## src/rtl/instr_display_writer_if.sv

```systemverilog
// Bundle of operator-facing signals for instr_display_writer: raw keys,
// live instruction fields, datapath result strobe, and the seven-segment /
// LED outputs. The master modport is the board side driving the inputs; the
// slave modport is the display writer itself.
interface instr_display_writer_if;
    logic [3:0]  KEY;
    logic [3:0]  codop;
    logic [3:0]  addA;
    logic [3:0]  addB_LMM;
    logic [3:0]  addC;
    logic [15:0] result;
    logic        result_valid;
    logic [6:0]  HEX3;
    logic [6:0]  HEX2;
    logic [6:0]  HEX1;
    logic [6:0]  HEX0;
    logic [3:0]  LEDG;

    modport master (
        output KEY, codop, addA, addB_LMM, addC, result, result_valid,
        input  HEX3, HEX2, HEX1, HEX0, LEDG
    );

    modport slave (
        input  KEY, codop, addA, addB_LMM, addC, result, result_valid,
        output HEX3, HEX2, HEX1, HEX0, LEDG
    );
endinterface

```

## src/rtl/instr_display_writer.sv

```systemverilog
// Output path of the I2O2 CPU board: debounces the capture/page keys, keeps a
// captured instruction and the last datapath result, and shows one of three
// pages (live fields, captured instruction, result) on four active-low
// seven-segment digits plus a one-hot page indicator and a dirty flag.
module instr_display_writer #(
    parameter int DEBOUNCE_CYCLES = 16
) (
    input logic                   CLOCK_50,
    input logic                   reset,
    instr_display_writer_if.slave bus
);

    // Counter only has to hold values up to DEBOUNCE_CYCLES-1.
    localparam int CW = (DEBOUNCE_CYCLES > 2) ? $clog2(DEBOUNCE_CYCLES) : 1;
    localparam logic [CW-1:0] CNT_LAST = CW'(DEBOUNCE_CYCLES - 1);

    typedef enum logic [1:0] {
        PAGE_LIVE   = 2'd0,
        PAGE_INSTR  = 2'd1,
        PAGE_RESULT = 2'd2
    } page_t;

    // Active-low segment pattern, bit6..bit0 = g..a.
    function automatic logic [6:0] seg7(input logic [3:0] v);
        logic [6:0] s;
        case (v)
            4'h0: s = 7'h40;
            4'h1: s = 7'h79;
            4'h2: s = 7'h24;
            4'h3: s = 7'h30;
            4'h4: s = 7'h19;
            4'h5: s = 7'h12;
            4'h6: s = 7'h02;
            4'h7: s = 7'h78;
            4'h8: s = 7'h00;
            4'h9: s = 7'h10;
            4'hA: s = 7'h08;
            4'hB: s = 7'h03;
            4'hC: s = 7'h46;
            4'hD: s = 7'h21;
            4'hE: s = 7'h06;
            default: s = 7'h0E;
        endcase
        return s;
    endfunction

    // KEY[3:2] have no function on this board.
    logic unused_keys;
    assign unused_keys = &bus.KEY[3:2];

    // press[0] = capture, press[1] = next page; one-cycle pulses.
    logic [1:0] press;

    genvar gi;
    generate
        for (gi = 0; gi < 2; gi++) begin : g_key
            logic          s1_reg;
            logic          s2_reg;
            logic          stable_reg;
            logic          stable_q_reg;
            logic [CW-1:0] cnt_reg;

            // Synchronize the raw key, then accept a new level only after it
            // has differed from the accepted level for DEBOUNCE_CYCLES cycles
            // in a row; any agreeing cycle restarts the qualification.
            always_ff @(posedge CLOCK_50) begin
                if (reset) begin
                    s1_reg       <= 1'b1;
                    s2_reg       <= 1'b1;
                    stable_reg   <= 1'b1;
                    stable_q_reg <= 1'b1;
                    cnt_reg      <= '0;
                end else begin
                    s1_reg       <= bus.KEY[gi];
                    s2_reg       <= s1_reg;
                    stable_q_reg <= stable_reg;
                    if (s2_reg == stable_reg) begin
                        cnt_reg <= '0;
                    end else if (cnt_reg == CNT_LAST) begin
                        stable_reg <= s2_reg;
                        cnt_reg    <= '0;
                    end else begin
                        cnt_reg <= cnt_reg + CW'(1);
                    end
                end
            end

            // Falling edge of the accepted level only; release is silent.
            assign press[gi] = stable_q_reg & ~stable_reg;
        end
    endgenerate

    logic [15:0] live_fields;
    assign live_fields = {bus.codop, bus.addA, bus.addB_LMM, bus.addC};

    page_t       page_reg;
    logic [15:0] instr_reg;
    logic [15:0] res_reg;

    // Page FSM plus the captured instruction and result. A result strobe
    // always lands on RESULT; otherwise capture beats the page key.
    always_ff @(posedge CLOCK_50) begin
        if (reset) begin
            page_reg  <= PAGE_LIVE;
            instr_reg <= '0;
            res_reg   <= '0;
        end else begin
            if (press[0]) begin
                instr_reg <= live_fields;
            end
            if (bus.result_valid) begin
                res_reg <= bus.result;
            end

            if (bus.result_valid) begin
                page_reg <= PAGE_RESULT;
            end else if (press[0]) begin
                page_reg <= PAGE_INSTR;
            end else if (press[1]) begin
                case (page_reg)
                    PAGE_LIVE:   page_reg <= PAGE_INSTR;
                    PAGE_INSTR:  page_reg <= PAGE_RESULT;
                    default:     page_reg <= PAGE_LIVE;
                endcase
            end
        end
    end

    logic [15:0] disp_next;
    logic [3:0]  ledg_next;

    // Pick the nibbles for the current page and build the LED pattern.
    always_comb begin
        disp_next = live_fields;
        ledg_next = 4'b0000;
        case (page_reg)
            PAGE_INSTR: begin
                disp_next    = instr_reg;
                ledg_next[1] = 1'b1;
            end
            PAGE_RESULT: begin
                disp_next    = res_reg;
                ledg_next[2] = 1'b1;
            end
            default: begin
                disp_next    = live_fields;
                ledg_next[0] = 1'b1;
            end
        endcase
        ledg_next[3] = (live_fields != instr_reg);
    end

    logic [6:0] hex_reg [4];
    logic [3:0] ledg_reg;

    // Registered segment and LED outputs; blank and dark while in reset.
    always_ff @(posedge CLOCK_50) begin
        if (reset) begin
            for (int i = 0; i < 4; i++) begin
                hex_reg[i] <= 7'h7F;
            end
            ledg_reg <= 4'b0000;
        end else begin
            for (int i = 0; i < 4; i++) begin
                hex_reg[i] <= seg7(disp_next[i*4 +: 4]);
            end
            ledg_reg <= ledg_next;
        end
    end

    assign bus.HEX3 = hex_reg[3];
    assign bus.HEX2 = hex_reg[2];
    assign bus.HEX1 = hex_reg[1];
    assign bus.HEX0 = hex_reg[0];
    assign bus.LEDG = ledg_reg;

endmodule

```

## src/flat_wrapper.sv

```systemverilog
// flat-port wrapper written by rule: the top's interface ports become plain ports
module instr_display_writer_flat 
#(
    parameter int DEBOUNCE_CYCLES = 16
)
  (CLOCK_50, reset, bus_KEY, bus_codop, bus_addA, bus_addB_LMM, bus_addC, bus_result, bus_result_valid, bus_HEX3, bus_HEX2, bus_HEX1, bus_HEX0, bus_LEDG);
  instr_display_writer_if bus_i ();
  input logic CLOCK_50;
  input logic reset;
  input wire logic [$bits(bus_i.KEY)-1:0] bus_KEY;
  input wire logic [$bits(bus_i.codop)-1:0] bus_codop;
  input wire logic [$bits(bus_i.addA)-1:0] bus_addA;
  input wire logic [$bits(bus_i.addB_LMM)-1:0] bus_addB_LMM;
  input wire logic [$bits(bus_i.addC)-1:0] bus_addC;
  input wire logic [$bits(bus_i.result)-1:0] bus_result;
  input wire logic [$bits(bus_i.result_valid)-1:0] bus_result_valid;
  output wire logic [$bits(bus_i.HEX3)-1:0] bus_HEX3;
  output wire logic [$bits(bus_i.HEX2)-1:0] bus_HEX2;
  output wire logic [$bits(bus_i.HEX1)-1:0] bus_HEX1;
  output wire logic [$bits(bus_i.HEX0)-1:0] bus_HEX0;
  output wire logic [$bits(bus_i.LEDG)-1:0] bus_LEDG;
  assign bus_i.KEY = bus_KEY;
  assign bus_i.codop = bus_codop;
  assign bus_i.addA = bus_addA;
  assign bus_i.addB_LMM = bus_addB_LMM;
  assign bus_i.addC = bus_addC;
  assign bus_i.result = bus_result;
  assign bus_i.result_valid = bus_result_valid;
  assign bus_HEX3 = bus_i.HEX3;
  assign bus_HEX2 = bus_i.HEX2;
  assign bus_HEX1 = bus_i.HEX1;
  assign bus_HEX0 = bus_i.HEX0;
  assign bus_LEDG = bus_i.LEDG;
  instr_display_writer #(.DEBOUNCE_CYCLES(DEBOUNCE_CYCLES)) u_core (.CLOCK_50(CLOCK_50), .reset(reset), .bus(bus_i));
endmodule
```

## config.mk

```make
export PLATFORM = sky130hd
export DESIGN_NAME = instr_display_writer_flat
export DESIGN_NICKNAME = d
export VERILOG_FILES = /design/src/rtl/instr_display_writer_if.sv /design/src/rtl/instr_display_writer.sv /design/src/flat_wrapper.sv
export SDC_FILE = /design/constraint.sdc
export NUM_CORES = 1
export LEC_CHECK = 0
export ABC_CLOCK_PERIOD_IN_PS = 2850
export BUFFER_PORTS_ARGS = -buffer_cell sky130_fd_sc_hd__buf_2
export CAP_MARGIN = 30
export CORE_ASPECT_RATIO = 1.25
export CORE_MARGIN = 2
export CORE_UTILIZATION = 32
export CTS_CLUSTER_DIAMETER = 40
export DETAILED_ROUTE_END_ITERATION = 10
export SLEW_MARGIN = 20
export SYNTH_ARGS = -nofsm -noshare
export SYNTH_HDL_FRONTEND = slang
export SYNTH_SLANG_ARGS = --single-unit
```

## constraint.sdc

```tcl
create_clock -name CLOCK_50 -period 2.85 [get_ports CLOCK_50]
set_clock_uncertainty 0.2 [all_clocks]
set_input_delay 0.57 -clock CLOCK_50 [delete_from_list [all_inputs] [get_ports CLOCK_50]]
set_output_delay 0.57 -clock CLOCK_50 [all_outputs]
set_load 0.1 [all_outputs]
```

; Yosys cells after proc, flatten, opt, wreduce, memory -nomap -nowiden
; Memories as Yosys holds them, arrays and structs flattened.
; Cells that the tools add are included.
; W data, S select, Z words.
[totals]
ff_bits = 54
mem_count = 5
wordCells = 67
rom_bits = 448
output_inout_bits = 32
input_bits = 39
ram_bits = 28
latchBits = 0
[mem_list]
columns = name, depth, word_bits, read_ports, rd_ports_with_merged_regs, wr, line_no
row1 = (name not given), 16, 7, 1, 0, 0, instr_display_writer.sv:26  ; case (v)
row2 = (name not given), 16, 7, 1, 0, 0, instr_display_writer.sv:26
row3 = (name not given), 16, 7, 1, 0, 0, instr_display_writer.sv:26
row4 = (name not given), 16, 7, 1, 0, 0, instr_display_writer.sv:26
row5 = u_core.hex_reg, 4, 7, 4, 0, 4, instr_display_writer.sv:153  ; logic [6:0] hex_reg [4];
[op_classes]
n_eq_ne = 7
magnitude_cmp = 0
muxes = 19
add_sub_neg = 2
shift = 0
div_mod_pow = 0
bitwise_logic = 10
multipliers = 0
reduce_logical = 9
[op_table]
columns = cell, count
row1 = $mux W7, 8
row2 = $pmux W16 S2, 1
row3 = $ne A16 B16 Y1, 1
row4 = $add A4 B1 Y4 const B, 2
row5 = $eq A4 B4 Y1 const B, 2
row6 = $mux W1, 6
row7 = $mux W2, 3
row8 = $reduce_or A3 Y1, 2
row9 = $not A1 Y1, 4
row10 = $or A1 B1 Y1, 4
row11 = $pmux W2 S2, 1
row12 = $reduce_and A2 Y1, 2
row13 = $reduce_or A2 Y1, 2
row14 = $reduce_bool A3 Y1, 1
row15 = $and A1 B1 Y1, 2
row16 = $eq A1 B1 Y1, 2
row17 = $eq A2 B1 Y1 const B, 1
row18 = $eq A2 B2 Y1 const B, 1
row19 = $logic_not A2 Y1, 1
row20 = $reduce_bool A2 Y1, 1

; Logic depth before layout (Yosys ltp)
[depth]
word_depth = 5
depth_mapped = 11
depth_no_buf = 9

; Worst setup path after synthesis
; No wires, ideal clock.
[synth_timing]
kind = register -> register
from = register u_core.page_reg[0]
to = memory u_core.hex_reg[0][3]
period_less_slack_ps = 2693
setup_ps = 145
setup_slack_ps = 157
stages_incl_launch_ff = 11
path_buffers = 3
arrival_ps = 2349
required_ps = 2505
path_cell_list = dfxtp_1 > inv_1 > ha_1 > buf_2 > buf_4 > buf_4 > mux2i_1 > inv_1 > ha_1 > a2111oi_0 > a41oi_1
[synth_lines]
columns = element, line_no
row1 = "start, declared", instr_display_writer.sv:96  ; page_t page_reg;
row2 = "start signal, assigned", instr_display_writer.sv:104  ; page_reg <= PAGE_LIVE;
row3 = "start signal, assigned", instr_display_writer.sv:116  ; page_reg <= PAGE_RESULT;
row4 = "start signal, assigned", instr_display_writer.sv:118  ; page_reg <= PAGE_INSTR;
row5 = "end, declared", instr_display_writer.sv:153

==> summary.md <==
| Metric | Value |
|---|---|
| Hold Crit Class | in -> reg |
| Startpoint types | flip-flop |
| Kind of critical path | reg -> reg |
| Die Y | 132 um |
| Max FFs per register | 28 |
| N_diodes | 0 |
| EDFF count, synth | 0 |
| Die X | 106 um |
| Critical Path AT | 2.64 ns |
| Synth warn | 0 |
| Filler cells | 1290 |
| Worst-Skew Late Latency | 0.35 ns |
| Final WS setup | 0.194 ns |
| ANT nets after route | 0 |
| Root Driver | clkbuf_16 |
| H-tree levels | 3 |
| Final Max Tran Viols | 0 |
| Layout area overhead | 20.7% |
| Detailed-route wire length | approximately 10000 um |
| HPWL Detailed | 7260 um |
| Crit Path Max Fanout | 7 |
| Share of cells above drive strength 1 | 0.237 |
| Fmax | 376 MHz |
| Total number of vias | 3315 |
| First-pass GRT wire length | approximately 16000 um |
| Avg Vias per Cell | just under 5 |
| Final Util | 0.395 |
| Rel. slew slack | 0.493 |
| Max clock buf depth | 2 |
| Placement Setup Slack | 0.0990 ns |
| Post-route DRC | 0 |
| GRT Util Overall | 0.145 |
| Io pins | 71 |
| Synthesized area per cell | 9.33 um^2 |
| Vias in the first global route | 3159 |
| Drt pass-1 iters | 4 |
| # rows | 46 |
| Worst EP required | 2.84 ns |
| Minimum clock period | around 2.7 ns |
| Core Area | roughly 0.013 mm^2 |
| GRT overflow | 0 |
| Synthesized area | roughly 0.0042 mm^2 |
| Placed insts | 670 |
| Synth top area share | 0.394 |
| Gpl congestion | 0.850 |
| Die Area | 0.0139 mm^2 |
| PortBufs | 68 |
| Non-Filler Instances | 686 |
| Final Hold Violating Endpoints | 0 |
| RSZ-0062 raised after global routing | no |
| Clk sinks | 82 |
| Pleak | 2.18 nW |
| Synth top area cells | dfxtp_1 (39%), ha_1 (9.0%), mux2i_1 (7.9%) |
| Netlist cell types | 47 |
| Finished Cell Area | 0.00502 mm^2 |
| Synth Flop Type | dfxtp_1 |
| Power Total | 3.34 mW |
| Num CTS Buffers | 9 |
| Seq/Total Area, Yosys | 0.394 |
| Initial DRC Count | 144 |
| Syn_nets | approximately 500 |
| Max Cap Violations | 0 |
| Final setup viols | 0 |
| Area leader, netlist | dfxtp_1 |
| Pwr Density | 664 mW/mm^2 |
| Hold Worst Slack | 0.215 ns |
| TritonCTS clock tree | built |
| Placed Instance Area | 0.00469 mm^2 |
| WL per Instance | between 10 and 15 um |
| Post-synth ARST share | 0 |
| Setup TNS | 0 ns |
| Clk slew on worst S/H paths | 0.07 ns |
| Mapped Cells | 446 |
| Initial antenna violation count | 0 |
| Final Cycle Share | 0.932 |
| Tightest Pin Transition | 0.761 ns |
| Crit path capture type | flip-flop |
| Worst vdd ir | 0.000247 V |
| Pin count of the biggest net entering global routing | 28 |
| Nets | 582 |
| Outcome | finished clean |
| Yosys reg bits | 82 |
| Initial Utilization | 0.327 |
what timing repair did:
action                                 4_1_cts  5_1_grt
endpoints found under the hold margin        0        0
hold buffers                                 0        0
resized for setup                            0        3
setup endpoints to repair                    0        6
setup buffers                                0        0
cells in the mapped netlist (3+ instances only):
library cell  count
a211oi_1          5
a21o_1            7
a21oi_1          24
a21oi_2           4
a22o_1            7
a22oi_1           6
a31oi_1           9
a41oi_1           3
buf_2            10
buf_4             3
buf_6             3
clkbuf_1         12
dfxtp_1          82
ha_1             30
inv_1            15
mux2_2            5
mux2i_1          33
nand2_1          43
nand3_1           5
nor2_1           45
nor2b_1           6
nor4_1            6
o211ai_1          3
o21ai_0           7
o311a_1           3
o31ai_1           3
or2_2             7
or3_1             5
or4_1             3
xnor2_1           8
xor2_1           18
where the power goes:
group	leakage, nW	total (mW)	internal, mW	switching [mW]
logic	1.35	0.843	0.208	0.635
registers	0.676	1.24	1.22	0.0238
clock network	0.157	1.25	0.770	0.481
cell families after synthesis:
| kind of cell | after synthesis | share of synthesized area |
|---|---|---|
| AOI/OAI and AO/OA | 97 | 0.169 |
| xor gates and xnor gates | 26 | 0.0547 |
| adders and majority gates | 30 | 0.0902 |
| buffers and inverters | 45 | 0.0520 |
| DFF | 82 | 0.394 |
| muxes | 41 | 0.105 |
| and+or+nand+nor | 125 | 0.134 |
worst max-delay path, cell delays in order, from the launching register on:
cell	delay (ns)
dfxtp_1	0.36
inv_1	0.09
ha_1	0.49
mux2i_1	0.45
inv_1	0.12
ha_1	0.24
a2111oi_0	0.46
a41oi_1	0.09
per-layer routing:
metal / wire, um / share of wire / GRT usage
met5: 0 / 0 / 0
met2: 4710 / 0.48 / 0.235
met3: 311 / 0.032 / 0.0317
met1: 4600 / 0.47 / 0.183
met4: 189 / 0.019 / 0.0621
placed cells by master (no fill, tap or decap), types with 3 or more instances in the layout:
cell	instances
xor2_1	18
nor2_1	45
mux2_2	5
a21oi_2	4
inv_1	15
or3_1	5
a211oi_1	5
nor4_1	6
o31ai_1	3
a21oi_1	24
a31oi_1	9
nor2b_1	6
a22oi_1	6
buf_4	17
buf_2	68
mux2i_1	33
a22o_1	7
o311a_1	3
a41oi_1	3
a21o_1	7
o21ai_0	7
ha_1	30
or2_2	7
o211ai_1	3
clkbuf_16	9
dfxtp_1	82
xnor2_1	8
clkinv_4	3
nand3_1	5
nand2_1	43
or4_1	3
final timing paths:
kind	startpoint	end	slack [ns]	depth (start not counted)
hold reg to reg	u_core.g_key[1].s1_reg$_SDFF_PP1_	u_core.g_key[1].s2_reg$_SDFF_PP1_	0.22	1
hold / removal	bus_KEY[0]	u_core.g_key[0].s1_reg$_SDFF_PP1_	0.22	2
setup reg to reg	u_core.page_reg[1]$_SDFFE_PP0P_	u_core.hex_reg[0][3]$_SDFF_PP1_	0.19	7
setup / recovery	u_core.page_reg[1]$_SDFFE_PP0P_	u_core.hex_reg[0][3]$_SDFF_PP1_	0.19	7
cell type report:
class | instances | area, um^2 | area share
inverters | 15 | 56.3 | 0.0112
repair buffers | 86 | 479 | 0.0954
clock inverters | 6 | 91.3 | 0.0182
flip-flops and latches | 82 | 1640 | 0.327
clock buffers | 10 | 229 | 0.0456
multi-input cells | 319 | 2310 | 0.461
well taps | 168 | 210 | 0.0419
Note: power is estimated with default switching activity, not from simulation.
